## src/rtl/uart_rx_buffer.sv

```systemverilog
// uart_rx_buffer: 8N1 UART receiver feeding a show-ahead byte FIFO with a valid/ready read port.
// Framing errors and overruns are reported as one-cycle pulses; the offending byte is discarded.
module uart_rx_buffer #(
    parameter int CLKS_PER_BIT = 16,
    parameter int FIFO_DEPTH   = 4
) (
    input  logic                          HCLK,
    input  logic                          HRESET,
    input  logic                          rx,
    output logic [7:0]                    rd_data,
    output logic                          rd_valid,
    input  logic                          rd_ready,
    output logic [$clog2(FIFO_DEPTH):0]   level,
    output logic                          frame_err,
    output logic                          overrun
);

    localparam int CW = $clog2(CLKS_PER_BIT);
    localparam int PW = $clog2(FIFO_DEPTH);
    localparam int LW = PW + 1;
    localparam logic [CW-1:0] HALF_RELOAD = CW'(CLKS_PER_BIT / 2 - 1);
    localparam logic [CW-1:0] FULL_RELOAD = CW'(CLKS_PER_BIT - 1);
    localparam logic [LW-1:0] DEPTH_L     = LW'(FIFO_DEPTH);

    typedef enum logic [1:0] {
        S_IDLE,
        S_START,
        S_DATA,
        S_STOP
    } state_t;

    state_t          state_q, state_d;
    logic            rx_meta_q, rx_meta_d;
    logic            rx_s_q, rx_s_d;
    logic [CW-1:0]   cnt_q, cnt_d;
    logic [2:0]      idx_q, idx_d;
    logic [7:0]      shift_q, shift_d;
    logic            push_q, push_d;
    logic            frame_err_q, frame_err_d;
    logic            overrun_q, overrun_d;
    logic [PW-1:0]   wr_ptr_q, wr_ptr_d;
    logic [PW-1:0]   rd_ptr_q, rd_ptr_d;
    logic [LW-1:0]   level_q, level_d;
    logic [7:0]      mem_q [FIFO_DEPTH];
    logic            pop;
    logic            wr_en;

    // Two-flop synchronizer path for the asynchronous serial input.
    always_comb begin
        rx_meta_d = rx;
        rx_s_d    = rx_meta_q;
    end

    // Receiver FSM: start qualification at mid start bit, LSB-first data sampling, stop check.
    always_comb begin
        state_d     = state_q;
        cnt_d       = cnt_q;
        idx_d       = idx_q;
        shift_d     = shift_q;
        push_d      = 1'b0;
        frame_err_d = 1'b0;
        case (state_q)
            S_IDLE: begin
                if (!rx_s_q) begin
                    state_d = S_START;
                    cnt_d   = HALF_RELOAD;
                end
            end
            S_START: begin
                if (cnt_q == '0) begin
                    if (rx_s_q) begin
                        state_d = S_IDLE;
                    end else begin
                        state_d = S_DATA;
                        idx_d   = 3'd0;
                        cnt_d   = FULL_RELOAD;
                    end
                end else begin
                    cnt_d = cnt_q - CW'(1);
                end
            end
            S_DATA: begin
                if (cnt_q == '0) begin
                    shift_d[idx_q] = rx_s_q;
                    cnt_d          = FULL_RELOAD;
                    if (idx_q == 3'd7) begin
                        state_d = S_STOP;
                    end else begin
                        idx_d = idx_q + 3'd1;
                    end
                end else begin
                    cnt_d = cnt_q - CW'(1);
                end
            end
            S_STOP: begin
                if (cnt_q == '0) begin
                    state_d = S_IDLE;
                    if (rx_s_q) begin
                        push_d = 1'b1;
                    end else begin
                        frame_err_d = 1'b1;
                    end
                end else begin
                    cnt_d = cnt_q - CW'(1);
                end
            end
            default: state_d = S_IDLE;
        endcase
    end

    // FIFO bookkeeping: a pop frees a slot in the same cycle, so push+pop at full both succeed.
    always_comb begin
        pop       = rd_valid & rd_ready;
        wr_en     = push_q & ((level_q != DEPTH_L) | pop);
        overrun_d = push_q & (level_q == DEPTH_L) & ~pop;
        wr_ptr_d  = wr_en ? wr_ptr_q + PW'(1) : wr_ptr_q;
        rd_ptr_d  = pop ? rd_ptr_q + PW'(1) : rd_ptr_q;
        level_d   = level_q;
        if (wr_en && !pop) begin
            level_d = level_q + LW'(1);
        end else if (!wr_en && pop) begin
            level_d = level_q - LW'(1);
        end
    end

    // State registers; synchronizer resets to idle-high so reset release never looks like a start bit.
    always_ff @(posedge HCLK or posedge HRESET) begin
        if (HRESET) begin
            rx_meta_q   <= 1'b1;
            rx_s_q      <= 1'b1;
            state_q     <= S_IDLE;
            cnt_q       <= '0;
            idx_q       <= 3'd0;
            shift_q     <= 8'h00;
            push_q      <= 1'b0;
            frame_err_q <= 1'b0;
            overrun_q   <= 1'b0;
            wr_ptr_q    <= '0;
            rd_ptr_q    <= '0;
            level_q     <= '0;
        end else begin
            rx_meta_q   <= rx_meta_d;
            rx_s_q      <= rx_s_d;
            state_q     <= state_d;
            cnt_q       <= cnt_d;
            idx_q       <= idx_d;
            shift_q     <= shift_d;
            push_q      <= push_d;
            frame_err_q <= frame_err_d;
            overrun_q   <= overrun_d;
            wr_ptr_q    <= wr_ptr_d;
            rd_ptr_q    <= rd_ptr_d;
            level_q     <= level_d;
        end
    end

    // Byte storage; contents are only observable through the valid-gated read port, so no reset.
    always_ff @(posedge HCLK) begin
        if (wr_en) begin
            mem_q[wr_ptr_q] <= shift_q;
        end
    end

    assign rd_valid  = (level_q != '0);
    assign rd_data   = rd_valid ? mem_q[rd_ptr_q] : 8'h00;
    assign level     = level_q;
    assign frame_err = frame_err_q;
    assign overrun   = overrun_q;

endmodule

```

## config.mk

```make
export PLATFORM = sky130hd
export DESIGN_NAME = uart_rx_buffer
export DESIGN_NICKNAME = d
export VERILOG_FILES = /design/src/rtl/uart_rx_buffer.sv
export SDC_FILE = /design/constraint.sdc
export NUM_CORES = 1
export LEC_CHECK = 0
export BUFFER_PORTS_ARGS = -buffer_cell sky130_fd_sc_hd__buf_2
export CAP_MARGIN = 0
export CELL_PAD_IN_SITES_DETAIL_PLACEMENT = 1
export CELL_PAD_IN_SITES_GLOBAL_PLACEMENT = 1
export CORE_AREA = 2 2 82 84
export CTS_CLUSTER_DIAMETER = 200
export DETAILED_ROUTE_END_ITERATION = 6
export DIE_AREA = 0 0 84 86
export PLACE_DENSITY = 0.77
export SETUP_SLACK_MARGIN = 0.02
export SLEW_MARGIN = 40
export SYNTH_ARGS = -nofsm -noshare
export SYNTH_HDL_FRONTEND = slang
export SYNTH_SLANG_ARGS = --single-unit
```

## constraint.sdc

```tcl
create_clock -name HCLK -period 2.8 [get_ports HCLK]
set_input_delay 0.56 -clock HCLK [delete_from_list [all_inputs] [get_ports HCLK]]
set_output_delay 0.56 -clock HCLK [all_outputs]
set_load 0.02 [all_outputs]
```

# --- After elaboration in Yosys (flattened, before gate mapping) ---
# Memories as Yosys holds them, arrays and structs flattened.
# Index checks and enable logic that the tools add are counted.
classes:
  n_addsub: 6
  order_cmp: 2
  eq_ne: 15
  n_mux: 32
  bitwise: 6
  reduce_logical: 14
op_table:
  columns: ["op", "count"]
  rows:
  - ["$mux 4", 5]
  - ["$mux 3", 6]
  - ["$ne 2x2->1 const B", 8]
  - ["$pmux 4 s4", 1]
  - ["$mux 2", 6]
  - ["$reduce_and 5->1", 2]
  - ["$mux 1", 9]
  - ["$bwmux 8", 1]
  - ["$mux 8", 1]
  - ["$pmux 2 s4", 1]
  - ["$add 3x1->3 const B", 2]
  - ["$eq 3x3->1 const B", 2]
  - ["$ne 3x3->1 const B", 2]
  - ["$pmux 3 s2", 1]
  - ["$add 2x1->2 const B", 2]
  - ["$and 1x1->1", 4]
  - ["$eq 2x2->1 const B", 2]
  - ["$logic_not 4->1", 1]
  - ["$lt 3x4->1 const B", 1]
  - ["$reduce_bool 2->1", 2]
  - ["$sub 4x1->4 const B", 1]
  - ["$demux 1 s3", 1]
  - ["$ge 3x1->1 const B", 1]
  - ["$logic_and 1x1->1", 3]
  - ["other kinds (9)", 10]
totals:
  ff_bits: 29
  mem_bits_rw: 32
  elab_cells: 88
  mem_count: 1
memory_table:
  columns: ["name", "words", "word_bits", "rd", "rd_ports_with_merged_regs", "wr", "line_no", "source"]
  rows:
  - ["mem_q", 4, 8, 1, 0, 1, "44", "logic [7:0] mem_q [FIFO_DEPTH];"]

# --- Depth between registers and ports, before layout ---
depth:
  depth_word: 8
  mapped_depth: 9
  mapped_depth_nobuf: 8

# --- Worst setup path before layout ---
# No wires, ideal clock.
synth_timing:
  path_kind: "input-to-reg"
  start: "in rd_ready"
  end: "reg level_q[1] (netlist: level[1])"
  setup_time_ps: 125
  arrival_time_ps: 2030
  setup_slack_ps: 645
  stages: 7
  path_cell_list: "nor4b_1 > nor2b_1 > clkbuf_1 > ha_1 > inv_1 > fa_1 > mux2_2"
synth_between:
  word_cells_on_any_way: 9
  classes_between: "mux: 1; bitwise: 3; reduce/logical: 5"
synth_lines:
  columns: ["element", "line_no", "source"]
  rows:
  - ["from (decl)", "12", "input logic rd_ready,"]
  - ["$and 1x1->1", "113", "pop = rd_valid & rd_ready;"]
  - ["$or 1x1->1", "114", "wr_en = push_q & ((level_q != DEPTH_L) | pop);"]
  - ["$and 1x1->1", "114", null]
  - ["net wr_en", "46", "logic wr_en;"]
  - ["$logic_and 1x1->1", "119", "if (wr_en && !pop) begin"]
  - ["$mux 3", "119", null]
  - ["net level_d[1]", "43", "logic [LW-1:0] level_q, level_d;"]
  - ["to (signal assigned)", "153", "level_q <= level_d;"]
  - ["to (decl)", "43", null]
# The timed path passes the listed nets, and every way through them passes these cells.
# A chain may end at the register's enable or synchronous reset.

# --- Final worst setup path ---
layout_timing:
  start: "reg rd_ptr_q[0]"
  end: "out rd_data[0]"
layout_between:
  elab_chain_cells: 2
layout_lines:
  columns: ["element", "line_no", "source"]
  rows:
  - ["from (decl)", "42", "logic [PW-1:0] rd_ptr_q, rd_ptr_d;"]
  - ["from (signal assigned)", "152", "rd_ptr_q <= rd_ptr_d;"]
  - ["$mem_v2 4x8", null, null]
  - ["$mux 8", "165", "assign rd_data = rd_valid ? mem_q[rd_ptr_q] : 8'h00;"]
  - ["to (decl)", "10", "output logic [7:0] rd_data,"]
# No other way between the ends.

==> metrics.md <==
| Metric | Value |
|---|---|
| Post CTS Setup Buffer Count | 0 |
| Synth Area in XOR/XNOR | 0.0190 |
| Worst Setup Start Kind | register |
| Max transition margin | 0.590 |
| Final TNS setup | 0 ns |
| Clock Skew | 0.00762 ns |
| Most used DFF post-synth | edfxtp_1 |
| CTS buffer count | 9 |
| Nets | 231 |
| Die W | 84 microns |
| First-pass GRT wire length | 8.98 mm |
| Hold Fails Final Rpt | 0 |
| Run status | finished, final reports clean |
| Antenna diodes | 0 |
| Post-synth EDFFs | 32 |
| Yosys warns | 0 |
| IO Port Bufs | 17 |
| Overall routing resource usage | 0.165 |
| CP endpoint kind | output port |
| RSZ-0062 raised after global routing | no |
| Root buf cell | clkbuf_8 |
| Vias in the first global route | 1754 |
| Drt total wl | 5.41 mm |
| Met2 wire length | 2.78 mm |
| CTS max path bufs | 2 |
| Via count | 1610 |
| Rows | 29 |
| Worst Hold Class | primary input to asynchronous set/reset pin |
| Adder-Cell Fraction of Synth Area | 0.0660 |
| Leakage | 0.00127 uW |
| GR Overflow Total | 0 |
| Compound-Gate Fraction of Synth Area | 0.0430 |
| CP Class | register to output port |
| Largest net degree at the start of global routing | 30 |
| Main combinational cell family by area after synthesis | multiplexers |
| FFs w/ async S/R, synth | 0.475 |
| Area occupied by multi-input gates | 1000 sq um |
| Register area | 1690 sq um |
| Synth Instances | 190 |
| Hold bufs inserted after CTS | 0 |
| Post-synth top area share | 0.347 |
| Met3 routed WL | 152 microns |
| Util after Layout | 0.507 |
| TritonCTS clock tree | yes |
| Synth Register Bits | 61 |
| Post-cts resize count | 0 |
| Max Fclk | 395 MHz |
| DRT antenna net count | 0 |
| DRC | 0 |
| Filler cell count | 628 |
| Crit path required time | 2.24 ns |
| Slew @ Worst Pin | 0.616 ns |
| DR top layer | met4 |
| Cell taking the most area after synthesis | edfxtp_1 |
| Slowest cell on the critical path | dfrtp_1 |
| First-pass DRT Iterations | 4 |
| Simple logic cell fraction of the synthesized area | 0.107 |
| Final GP Congestion | 0.800 |
| Power per cell area | 1050 nW/um^2 |
| Via density | 5.46 |
| Max Slew Vio Count | 0 |
| 1st-iter DRT viols | 29 |
| Htree depth | 3 |
| Worst path cell trace | mux4_2 -> and2_1 -> buf_2 |
| Worst endpoint data arrival time | 1.97 ns |
| Worst-Skew Late Latency | 0.34 ns |
| Die Y | 86 microns |
| Clock sink count | 61 |
| Ratio of cells with drive above 1 in the final layout | 0.252 |
| Unique masters post-synth | 41 |
| WL met1 | 2.38 mm |
| Boundary Pins | 18 |
| Max FO, Critical Path | 10 |
| Post-route minimum period | 2.53 ns |
| WL per Instance | 18.3 microns |
| Syn Nets | 208 |
| Area growth from synthesis to layout | 15.0% |
| HPWL Detailed | 3.58 mm |
| Max Cap Viol | 0 |
| Die area | 7220 sq um |
| Post-synthesis mux area share | 0.128 |
| Final setup fails | 0 |
| Starting Density | 0.441 |
| Cell area after synthesis | 2770 sq um |
| Reg clk slew, reported paths | 0.07 ns |
| Synth top area cells | edfxtp_1, dfrtp_1, mux4_2, ha_1, and2_1 |
| Synth Area per Inst | 14.6 sq um |
| Initial antenna violation count | 0 |
| Final worst-path cycle share | 0.905 |
| Peak supply drop | 597 uV |
| Floorplan core area | 6280 sq um |
| CP max stage delay | 0.74 ns |
| Post-synthesis sequential area ratio | 0.611 |
layout make-up:
cell class,instances,area share
tap,77,0.0303
inverter,12,0.0142
multi-input combinational,110,0.315
clock buffer,9,0.0389
timing repair buffer,19,0.0315
clock inverter,7,0.0386
sequential,61,0.531
logic make-up (layout without fill, tap and decap cells):
family,Yosys count,in the layout
DFF,61,61
and+or+nand+nor,49,49
muxes,24,24
buffers and inverters,19,47
AOI/OAI and AO/OA,17,17
adders and majority gates,14,14
xor gates and xnor gates,6,6
through the flow:
step / worst slack [ns] / instance area [sq um] / cells / hold WS, ns / total power [uW]
floorplan: 0.645 / 2770 / 190 / 0.345 / 2080
global placement: 0.452 / 2930 / 279 / 0.348 / 2340
detailed placement: 0.431 / 2930 / 279 / 0.348 / 2400
CTS: 0.223 / 3180 / 295 / 0.291 / 3380
global route: 0.131 / 3180 / 295 / 0.302 / 3540
finish: 0.267 / 3180 / 295 / 0.285 / 3330
cells in the final DEF, fill, tap and decap left out, types with 2 or more instances in the layout:
master / Yosys / layout
a21oi_1: 3 / 3
a31oi_1: 2 / 2
and2_1: 13 / 13
buf_2: 2 / 17
buf_4: 0 / 2
bufinv_16: 0 / 3
clkbuf_8: 0 / 9
clkinvlp_4: 0 / 2
dfrtp_1: 27 / 27
dfstp_2: 2 / 2
edfxtp_1: 32 / 32
ha_1: 13 / 13
inv_1: 12 / 12
mux2_1: 4 / 4
mux2_2: 7 / 7
mux2i_1: 5 / 5
mux4_2: 8 / 8
nand2_1: 8 / 8
nand2b_1: 2 / 2
nand4_1: 4 / 4
nor2_1: 4 / 4
nor2b_1: 3 / 3
nor4_1: 4 / 4
nor4b_1: 2 / 2
o2111ai_1: 2 / 2
o21ai_0: 2 / 2
o2bb2ai_1: 3 / 3
xnor2_1: 4 / 4
xor2_1: 2 / 2
power by group:
| part | switching (uW) | total (uW) | internal [uW] |
|---|---|---|---|
| registers | 192 | 1260 | 1070 |
| logic | 602 | 1110 | 507 |
| clock network | 368 | 963 | 595 |
| total | 1160 | 3330 | 2170 |
worst max-delay path, delay by kind of cell (launching register included):
family | cells | cell delay (ns)
simple gates | 1 | 0.17
buf+inv | 1 | 0.15
mux | 1 | 0.57
flops | 1 | 0.74
cell usage after synthesis, types with 2 or more instances:
cell	number
a21oi_1	3
a31oi_1	2
and2_1	13
buf_2	2
clkbuf_1	5
dfrtp_1	27
dfstp_2	2
edfxtp_1	32
ha_1	13
inv_1	12
mux2_1	4
mux2_2	7
mux2i_1	5
mux4_2	8
nand2_1	8
nand2b_1	2
nand4_1	4
nor2_1	4
nor2b_1	3
nor4_1	4
nor4b_1	2
o2111ai_1	2
o21ai_0	2
o2bb2ai_1	3
xnor2_1	4
xor2_1	2
registers in the layout, indices dropped and copies added, names as in the netlist, named ones only:
register	flops
mem_q	32
shift_q	8
cnt_q	4
idx_q	3
level	3
rd_ptr_q	2
wr_ptr_q	2
frame_err	1
overrun	1
push_q	1
rx_meta_q	1
rx_s_q	1
state_q	1
per-layer routing:
metal | GRT usage | vias up
li1 | - | 747
met1 | 0.202 | 827
met2 | 0.286 | 24
met3 | 0.0375 | 12
met4 | 0.0645 | 0
met5 | 0 | -
worst paths after layout:
kind                          endpoint        start  slack (ns)  cells past startpoint
min reg2reg                     rx_s_q    rx_meta_q        0.36                      0
max in group asynchronous    rx_meta_q       HRESET        2.19                      3
min                        wr_ptr_q[0]       HRESET        0.29                      3
min in group HCLK            rx_meta_q           rx        0.32                      1
max                         rd_data[0]  rd_ptr_q[0]        0.27                      3
max reg2reg                   level[2]     level[0]        0.51                      8
Power figures use the tool's default switching activity.
